File: config.mk
export PLATFORM = sky130hd
export DESIGN_NAME = pdm_mic_capture_ctrl
export DESIGN_NICKNAME = d
export VERILOG_FILES = /design/src/rtl/pdm_mic_capture_ctrl.sv
export SDC_FILE = /design/constraint.sdc
export NUM_CORES = 1
export LEC_CHECK = 0
export ABC_AREA = 1
export CELL_PAD_IN_SITES_DETAIL_PLACEMENT = 0
export CELL_PAD_IN_SITES_GLOBAL_PLACEMENT = 1
export CORE_MARGIN = 1.5
export CORE_UTILIZATION = 35
export CTS_CLUSTER_DIAMETER = 60
export DETAILED_ROUTE_END_ITERATION = 10
export GPL_TIMING_DRIVEN = 0
export PLACE_DENSITY = 0.77
export SYNTH_ARGS = -nofsm -noshare
export SYNTH_HDL_FRONTEND = slang
export SYNTH_SLANG_ARGS = --single-unit
File: constraint.sdc
create_clock -name Clock_100MHz -period 1.9 [get_ports Clock_100MHz]
set_input_delay 0.38 -clock Clock_100MHz [delete_from_list [all_inputs] [get_ports Clock_100MHz]]
set_output_delay 0.38 -clock Clock_100MHz [all_outputs]
set_load 0.01 [all_outputs]
File: src/rtl/pdm_mic_capture_ctrl.sv
// PDM microphone sequencer and ones-count decimator with valid/ready output.
// Define MIC_STEREO_EN for dual-mic capture on a shared DATA line.
module pdm_mic_capture_ctrl #(
    parameter int CLK_HALF_DIV = 21,
    parameter int DECIM        = 64,
    parameter int WAKE_CYCLES  = 1000000,
    parameter int SW           = $clog2(DECIM) + 1
) (
    input  logic          Clock_100MHz,
    input  logic          Reset_n,
    input  logic          Enable,
    input  logic          Chan_sel,
    input  logic          DATA,
    output logic          CLK,
    output logic          L_R_SEL,
    output logic [SW-1:0] Sample,
    output logic          Sample_valid,
    input  logic          Sample_ready,
    output logic          Sample_chan,
    output logic          Overrun,
    output logic [1:0]    State
);

    localparam logic [1:0] ST_IDLE    = 2'd0;
    localparam logic [1:0] ST_WAKE    = 2'd1;
    localparam logic [1:0] ST_CAPTURE = 2'd2;
    localparam logic [1:0] ST_STOP    = 2'd3;

    localparam int DW = (CLK_HALF_DIV > 1) ? $clog2(CLK_HALF_DIV) : 1;
    localparam int WW = (WAKE_CYCLES > 1) ? $clog2(WAKE_CYCLES) : 1;
    localparam int BW = $clog2(DECIM);

    localparam logic [DW-1:0] DIV_TC  = DW'(CLK_HALF_DIV - 1);
    localparam logic [WW-1:0] WAKE_TC = WW'(WAKE_CYCLES - 1);
    localparam logic [BW-1:0] BIT_TC  = BW'(DECIM - 1);

    logic [1:0]    state;
    logic [DW-1:0] div_cnt;
    logic [WW-1:0] wake_cnt;
    logic          div_tc;
    logic          start;
    logic          stop_done;
    logic          cap_hi;
    logic          cap_lo;
    logic          cmp;
    logic [SW-1:0] cmp_val;
    logic          cmp_chan;

    assign State     = state;
    assign div_tc    = (div_cnt == DIV_TC);
    assign start     = (state == ST_IDLE) && Enable;
    assign stop_done = (state == ST_STOP) && div_tc && !CLK;
    assign cap_hi    = (state == ST_CAPTURE) && Enable && div_tc && CLK;
    assign cap_lo    = (state == ST_CAPTURE) && Enable && div_tc && !CLK;

    always_ff @(posedge Clock_100MHz or negedge Reset_n) begin
        if (!Reset_n) begin
            state    <= ST_IDLE;
            wake_cnt <= '0;
        end else begin
            case (state)
                ST_IDLE: begin
                    if (Enable) begin
                        state    <= ST_WAKE;
                        wake_cnt <= '0;
                    end
                end
                ST_WAKE: begin
                    wake_cnt <= wake_cnt + 1'b1;
                    if (!Enable)
                        state <= ST_STOP;
                    else if (wake_cnt == WAKE_TC)
                        state <= ST_CAPTURE;
                end
                ST_CAPTURE: begin
                    if (!Enable)
                        state <= ST_STOP;
                end
                default: begin
                    if (stop_done)
                        state <= ST_IDLE;
                end
            endcase
        end
    end

    // STOP exits at a low-phase terminal count so CLK never glitches high
    always_ff @(posedge Clock_100MHz or negedge Reset_n) begin
        if (!Reset_n) begin
            div_cnt <= '0;
            CLK     <= 1'b0;
        end else if (state == ST_IDLE || stop_done) begin
            div_cnt <= '0;
            CLK     <= 1'b0;
        end else if (div_tc) begin
            div_cnt <= '0;
            CLK     <= ~CLK;
        end else begin
            div_cnt <= div_cnt + 1'b1;
        end
    end

`ifdef MIC_STEREO_EN
    logic [SW-1:0] acc_r;
    logic [SW-1:0] acc_l;
    logic [BW-1:0] cnt_r;
    logic [BW-1:0] cnt_l;
    logic          l_arm;
    logic          cmp_r;
    logic          cmp_l;
    logic          unused_chan_sel;

    assign unused_chan_sel = Chan_sel;
    assign L_R_SEL  = 1'b0;
    assign cmp_r    = cap_hi && (cnt_r == BIT_TC);
    assign cmp_l    = cap_lo && l_arm && (cnt_l == BIT_TC);
    assign cmp      = cmp_r || cmp_l;
    assign cmp_val  = cmp_r ? acc_r + SW'(DATA) : acc_l + SW'(DATA);
    assign cmp_chan = cmp_l;

    // left only starts after the first right bit so right always leads
    always_ff @(posedge Clock_100MHz or negedge Reset_n) begin
        if (!Reset_n) begin
            acc_r <= '0;
            acc_l <= '0;
            cnt_r <= '0;
            cnt_l <= '0;
            l_arm <= 1'b0;
        end else if (state != ST_CAPTURE) begin
            acc_r <= '0;
            acc_l <= '0;
            cnt_r <= '0;
            cnt_l <= '0;
            l_arm <= 1'b0;
        end else begin
            if (cap_hi) begin
                l_arm <= 1'b1;
                cnt_r <= cmp_r ? '0 : cnt_r + 1'b1;
                acc_r <= cmp_r ? '0 : acc_r + SW'(DATA);
            end
            if (cap_lo && l_arm) begin
                cnt_l <= cmp_l ? '0 : cnt_l + 1'b1;
                acc_l <= cmp_l ? '0 : acc_l + SW'(DATA);
            end
        end
    end
`else
    logic [SW-1:0] acc;
    logic [BW-1:0] bcnt;
    logic          cap;

    assign cap      = L_R_SEL ? cap_lo : cap_hi;
    assign cmp      = cap && (bcnt == BIT_TC);
    assign cmp_val  = acc + SW'(DATA);
    assign cmp_chan = L_R_SEL;

    always_ff @(posedge Clock_100MHz or negedge Reset_n) begin
        if (!Reset_n) begin
            L_R_SEL <= 1'b0;
        end else if (start) begin
            L_R_SEL <= Chan_sel;
        end
    end

    always_ff @(posedge Clock_100MHz or negedge Reset_n) begin
        if (!Reset_n) begin
            acc  <= '0;
            bcnt <= '0;
        end else if (state != ST_CAPTURE) begin
            acc  <= '0;
            bcnt <= '0;
        end else if (cap) begin
            bcnt <= cmp ? '0 : bcnt + 1'b1;
            acc  <= cmp ? '0 : acc + SW'(DATA);
        end
    end
`endif

    always_ff @(posedge Clock_100MHz or negedge Reset_n) begin
        if (!Reset_n) begin
            Sample       <= '0;
            Sample_valid <= 1'b0;
            Sample_chan  <= 1'b0;
            Overrun      <= 1'b0;
        end else begin
            if (start)
                Overrun <= 1'b0;
            if (cmp) begin
                if (!Sample_valid || Sample_ready) begin
                    Sample       <= cmp_val;
                    Sample_chan  <= cmp_chan;
                    Sample_valid <= 1'b1;
                end else begin
                    Overrun <= 1'b1;
                end
            end else if (Sample_valid && Sample_ready) begin
                Sample_valid <= 1'b0;
            end
        end
    end

endmodule

# --- After elaboration in Yosys (flattened, before gate mapping) ---
# Index checks and enable logic that the tools add are counted.
word_totals:
  reg_bits: 52
  out_inout_bits: 14
  word_cells: 75
op_classes:
  add_sub_neg: 4
  n_eq_ne: 11
  muxes: 25
  bitwise: 1
  reduce_logical: 23
ops:
  columns: ["cell", "count"]
  rows:
  - ["$pmux W20 S2", 1]
  - ["$mux W7", 3]
  - ["$add A20 B1 Y20 const B", 1]
  - ["$eq A20 B20 Y1 const B", 1]
  - ["$mux W20", 1]
  - ["$mux W6", 3]
  - ["$mux W2", 5]
  - ["$mux W5", 2]
  - ["$logic_and A1 B1 Y1", 9]
  - ["$mux W1", 9]
  - ["$reduce_bool A2 Y1", 4]
  - ["$add A7 B1 Y7", 1]
  - ["$add A6 B1 Y6 const B", 1]
  - ["$eq A6 B6 Y1 const B", 1]
  - ["$ne A2 B2 Y1 const B", 3]
  - ["$pmux W2 S3", 1]
  - ["$reduce_and A2 Y1", 3]
  - ["$add A5 B1 Y5 const B", 1]
  - ["$eq A5 B5 Y1 const B", 1]
  - ["$eq A2 B2 Y1 const B", 2]
  - ["$reduce_and A4 Y1", 1]
  - ["$reduce_bool A4 Y1", 1]
  - ["$ne A3 B3 Y1 const B", 1]
  - ["$eq A2 B1 Y1 const B", 1]
  - ["other kinds (5)", 7]

# --- Logic depth before layout (Yosys ltp) ---
depth:
  depth_word: 9
  ltp_mapped: 12
  depth_no_buf: 12

# --- Worst setup path after synthesis ---
# No wires, ideal clock.
synth_timing:
  path_kind: "register -> register"
  from: "register state[0], in the netlist State[0]"
  to: "register Sample[3]"
  setup_time_ns: 0.117
  arrival_ns: 1.518
  path_slack_ns: 0.265
  path_stages_with_launch: 12
  path_buffers: 2
  period_less_slack_ns: 1.635
  cell_sequence: "dfrtp_1 > inv_1 > ha_1 > buf_4 > nand2_2 > nor2_4 > nand2_2 > nor2_4 > nand3_2 > buf_6 > nand2_2 > o21ai_2"
synth_via:
  elab_chain_cells: 7
synth_rtl:
  columns: ["element", "line_no", "text"]
  rows:
  - ["start, declared", "37", "logic [1:0] state;"]
  - ["start signal, assigned", "58", "state <= ST_IDLE;"]
  - ["start signal, assigned", "64", "state <= ST_WAKE;"]
  - ["start signal, assigned", "71", "state <= ST_STOP;"]
  - ["$eq A2 B2 Y1 (*)", "53, 54", null]
  - ["$logic_and A1 B1 Y1 (*) (2 in series)", "53, 54", null]
  - ["$logic_and A1 B1 Y1 (on tied branches)", "53, 54", null]
  - ["$mux W1 (*)", "152", "assign cap = L_R_SEL ? cap_lo : cap_hi;"]
  - ["$logic_and A1 B1 Y1 (*)", "153", "assign cmp = cap && (bcnt == BIT_TC);"]
  - ["$reduce_and A2 Y1 (no line) (*)", null, null]
  - ["end signal, assigned", "190", "Sample <= cmp_val;"]
  - ["end, declared", "16", "output logic [SW-1:0] Sample,"]
# Mark *: on every way between the ends. The rest lies on a longest branch, timed or not.
# A chain may end at the register's enable or synchronous reset.

# --- Final worst setup path ---
# Ends and elaborated chain as after synthesis.

==> flow_metrics.py <==
metrics = {
    "status": {
        "status": "completed",
    },
    "final_layout": {
        "drive_above_1_share": 0.135,
        "fillers": 818,
        "layout.cells.non_filler": 502,
        "fin_nets": 415,
        "area_growth_pct": 17.0,
        "diodes": 0,
        "stdcell_area_mm2": 0.00334,
    },
    "power_and_ir_drop": {
        "power_frac_comb": 0.333,
        "p_seq_frac": 0.423,
        "p_clk_frac": 0.244,
        "peakVddDrop_mv": 0.670,
        "p_leak_nw": 1.60,
        "sw_frac_of_total": 0.351,
        "p_int_mw": 2.01,
        "power.density_mw_per_mm2": 929,
        "p_switching_mw": 1.09,
    },
    "cts": {
        "h-tree-depth": 2,
        "insertion_delay_ns": 0.30,
        "cts_inserted_buffers": 5,
        "clockBufferDepth": 2,
        "cts_tree": "yes",
        "cts_root_buffer": "clkbuf_8",
        "clkSinkCount": 52,
        "clk_pin_slew_ns": 0.10,
    },
    "drt": {
        "drc_errors": 0,
        "drtAntennaViolNets": 0,
        "drt_iter0_drc": 72,
        "post_drt_wl_per_cell_um": 11.5,
        "viasPerCell": 4.66,
        "wl_mm": 5.79,
        "num_vias": 2340,
        "firstDrtPassIters": 4,
    },
    "sta": {
        "clock.fmax_mhz": 572,
        "hold_viol": 0,
        "drv_slew": 0,
        "max_slew_margin": 0.603,
        "rsz0062_at_grt": "no",
        "fin_crit_ns": 1.75,
        "finalSetupViolations": 0,
        "final.setup.tns_ns": 0,
        "tightest_slew_ns": 0.596,
        "finClkSkew_ns": 0.00878,
        "min_period_over_period": 0.920,
        "fin_ws_ns": 0.151,
    },
    "floorplanning": {
        "die_w_um": 93.2,
        "io_pins": 20,
        "start_util": 0.365,
        "die_h_um": 93.2,
        "die-area_mm2": 0.00869,
        "fp-row-count": 32,
        "core_area_mm2": 0.00781,
    },
    "logic_synthesis": {
        "ys_types": 31,
        "synth-seq-cells": 52,
        "syn_inst": 369,
        "synth-seq-area-share": 0.457,
        "syn_area_mm2": 0.00285,
        "avgSynthCellArea_um2": 7.72,
        "ys_warn_count": 0,
        "synth_fp_nets": 385,
    },
    "critical_path": {
        "crit_type": "reg -> reg",
        "start_kind": "flop",
        "worstPathMaxFanout": 10,
        "cp_data_required_time_ns": 2.10,
        "r2r_end": "Sample[3]$_DFFE_PN0P_",
        "worstSetupEndpointType": "flop",
        "rr_worst_depth": 11,
        "arrival_ns": 1.95,
        "r2r_start": "State[0]$_DFFE_PN0P_",
        "reg2reg_slack_ns": 0.15,
    },
    "placement": {
        "dpl.cell_count": 491,
        "place.gp.congestion": 0.833,
        "dp_slack_ns": -0.167,
        "io_buffers": 19,
        "post_dp_cell_area_mm2": 0.00318,
        "dpl.hpwl_mm": 4.34,
    },
    "global_routing": {
        "grt_overflow": 0,
        "grt_pass1_vias": 2237,
        "grt_first_pass_wirelength_mm": 10.1,
        "antenna_found_initial": 0,
        "grt_usage": 0.146,
        "grt_max_degree": 29,
    },
    "run": {
        "drv_cap": 0,
    },
    "hold_path": {
        "worstHoldPathType": "in -> async",
    },
}
-- layout make-up --
type	instances	area, µm²	area share
Buffer	3	27.5	0.00825
Clock buffer	6	72.6	0.0218
Clock inverter	2	35.0	0.0105
Inverter	45	169	0.0506
Multi-Input combinational cell	269	1370	0.412
Sequential cell	52	1300	0.390
Tap cell	102	128	0.0383
Timing Repair Buffer	23	228	0.0683
-- logic make-up after synthesis --
family | count (synthesis) | share of synthesized area
AO/OA/AOI/OAI | 43 | 0.0821
XOR/XNOR | 6 | 0.0184
adder cells (fa/ha/maj) | 10 | 0.0439
buffers and inverters | 48 | 0.0676
flip-flops | 52 | 0.457
multiplexers | 1 | 0.00395
AND/OR/NAND/NOR | 209 | 0.327
-- cell usage in the layout, fill, tap and decap left out, types with 14 or more instances in the layout --
| cell type | instances |
|---|---|
| nor2_1 | 43 |
| inv_1 | 37 |
| dfrtp_1 | 51 |
| a21oi_1 | 17 |
| nand2_1 | 100 |
| clkdlybuf4s50_1 | 18 |
| nand3_1 | 29 |
| o21ai_1 | 14 |
-- layer usage --
layer  up-vias  part of all wire  global-route usage
met3         7             0.027              0.0244
li1       1232                 -                   -
met2        35              0.45               0.229
met5         -                 0                   0
met4         0             0.012              0.0455
met1      1066              0.51               0.203
-- cell usage after synthesis (all sizes together) --
library cell | instances | area share
clkinv | 1 | 0.0013
nand2 | 110 | 0.15
buf | 3 | 0.0083
o21a | 1 | 0.0026
ha | 10 | 0.044
dfrtp | 52 | 0.46
xnor2 | 3 | 0.0092
and2 | 1 | 0.0022
a31oi | 2 | 0.0044
o21ai | 22 | 0.043
or2 | 1 | 0.0022
a21oi | 17 | 0.030
nand3 | 31 | 0.058
nor3 | 4 | 0.0070
mux2 | 1 | 0.0040
xor2 | 3 | 0.0092
and3 | 1 | 0.0022
o21bai | 1 | 0.0026
nor2 | 56 | 0.090
nand4 | 5 | 0.011
inv | 44 | 0.058
-- per-stage QoR --
stage | power (mW) | hold WS (ns) | util
after floorplan | 2.01 | 0.0844 | -
after global placement | 2.29 | 0.450 | 0.406
after detailed placement | 2.30 | 0.430 | 0.408
after CTS | 3.06 | 0.0953 | 0.421
after global routing | 3.33 | 0.112 | 0.427
final | 3.10 | 0.0655 | 0.427
-- worst max-delay path by stage --
stage / start / endpoint / slack [ns] / cells past startpoint
6_report: State[0]$_DFFE_PN0P_ / Sample[3]$_DFFE_PN0P_ / 0.15 / 11
5_1_grt: State[0]$_DFFE_PN0P_ / Sample[1]$_DFFE_PN0P_ / 0.02 / 11
4_1_cts: State[0]$_DFFE_PN0P_ / wake_cnt[11]$_DFFE_PN0P_ / 0.002 / 8
3_5_place_dp: Enable / wake_cnt[11]$_DFFE_PN0P_ / -0.17 / 7
3_3_place_gp: Reset_n / wake_cnt[8]$_DFFE_PN0P_ / -1.22 / 1
2_1_floorplan: State[0]$_DFFE_PN0P_ / Sample[3]$_DFFE_PN0P_ / 0.26 / 11
-- repair_timing --
action,in CTS,in global routing
setup buffers,0,3
endpoints found under the hold margin,0,0
hold buffers,0,0
gates resized for setup,0,6
setup endpoints to repair,0,21
-- registers in the layout, summed over array words and instances (netlist names) --
signal        count
wake_cnt         20
Sample            7
acc               7
bcnt              6
div_cnt           5
State             2
CLK               1
L_R_SEL           1
Overrun           1
Sample_chan       1
Sample_valid      1
-- power by group through the flow --
stage	clock (mW)	combinational [mW]	sequential, mW
final	0.756	1.03	1.31
after detailed placement	0	0.960	1.34
after global placement	0	0.953	1.34
after CTS	0.784	0.965	1.31
after floorplan	0	0.680	1.33
after global routing	0.833	1.18	1.32
-- worst max-delay path, cell delays in order, from the launching register on --
cell and delay, ns:
dfrtp_2 0.44, inv_1 0.08, ha_1 0.16, buf_6 0.14
nand2_2 0.07, nor2_4 0.13, nand2_2 0.07, nor2_4 0.18
nand3_4 0.11, buf_6 0.17, nand2_2 0.06, o21ai_2 0.04
Note: power is estimated with default switching activity, not from simulation.
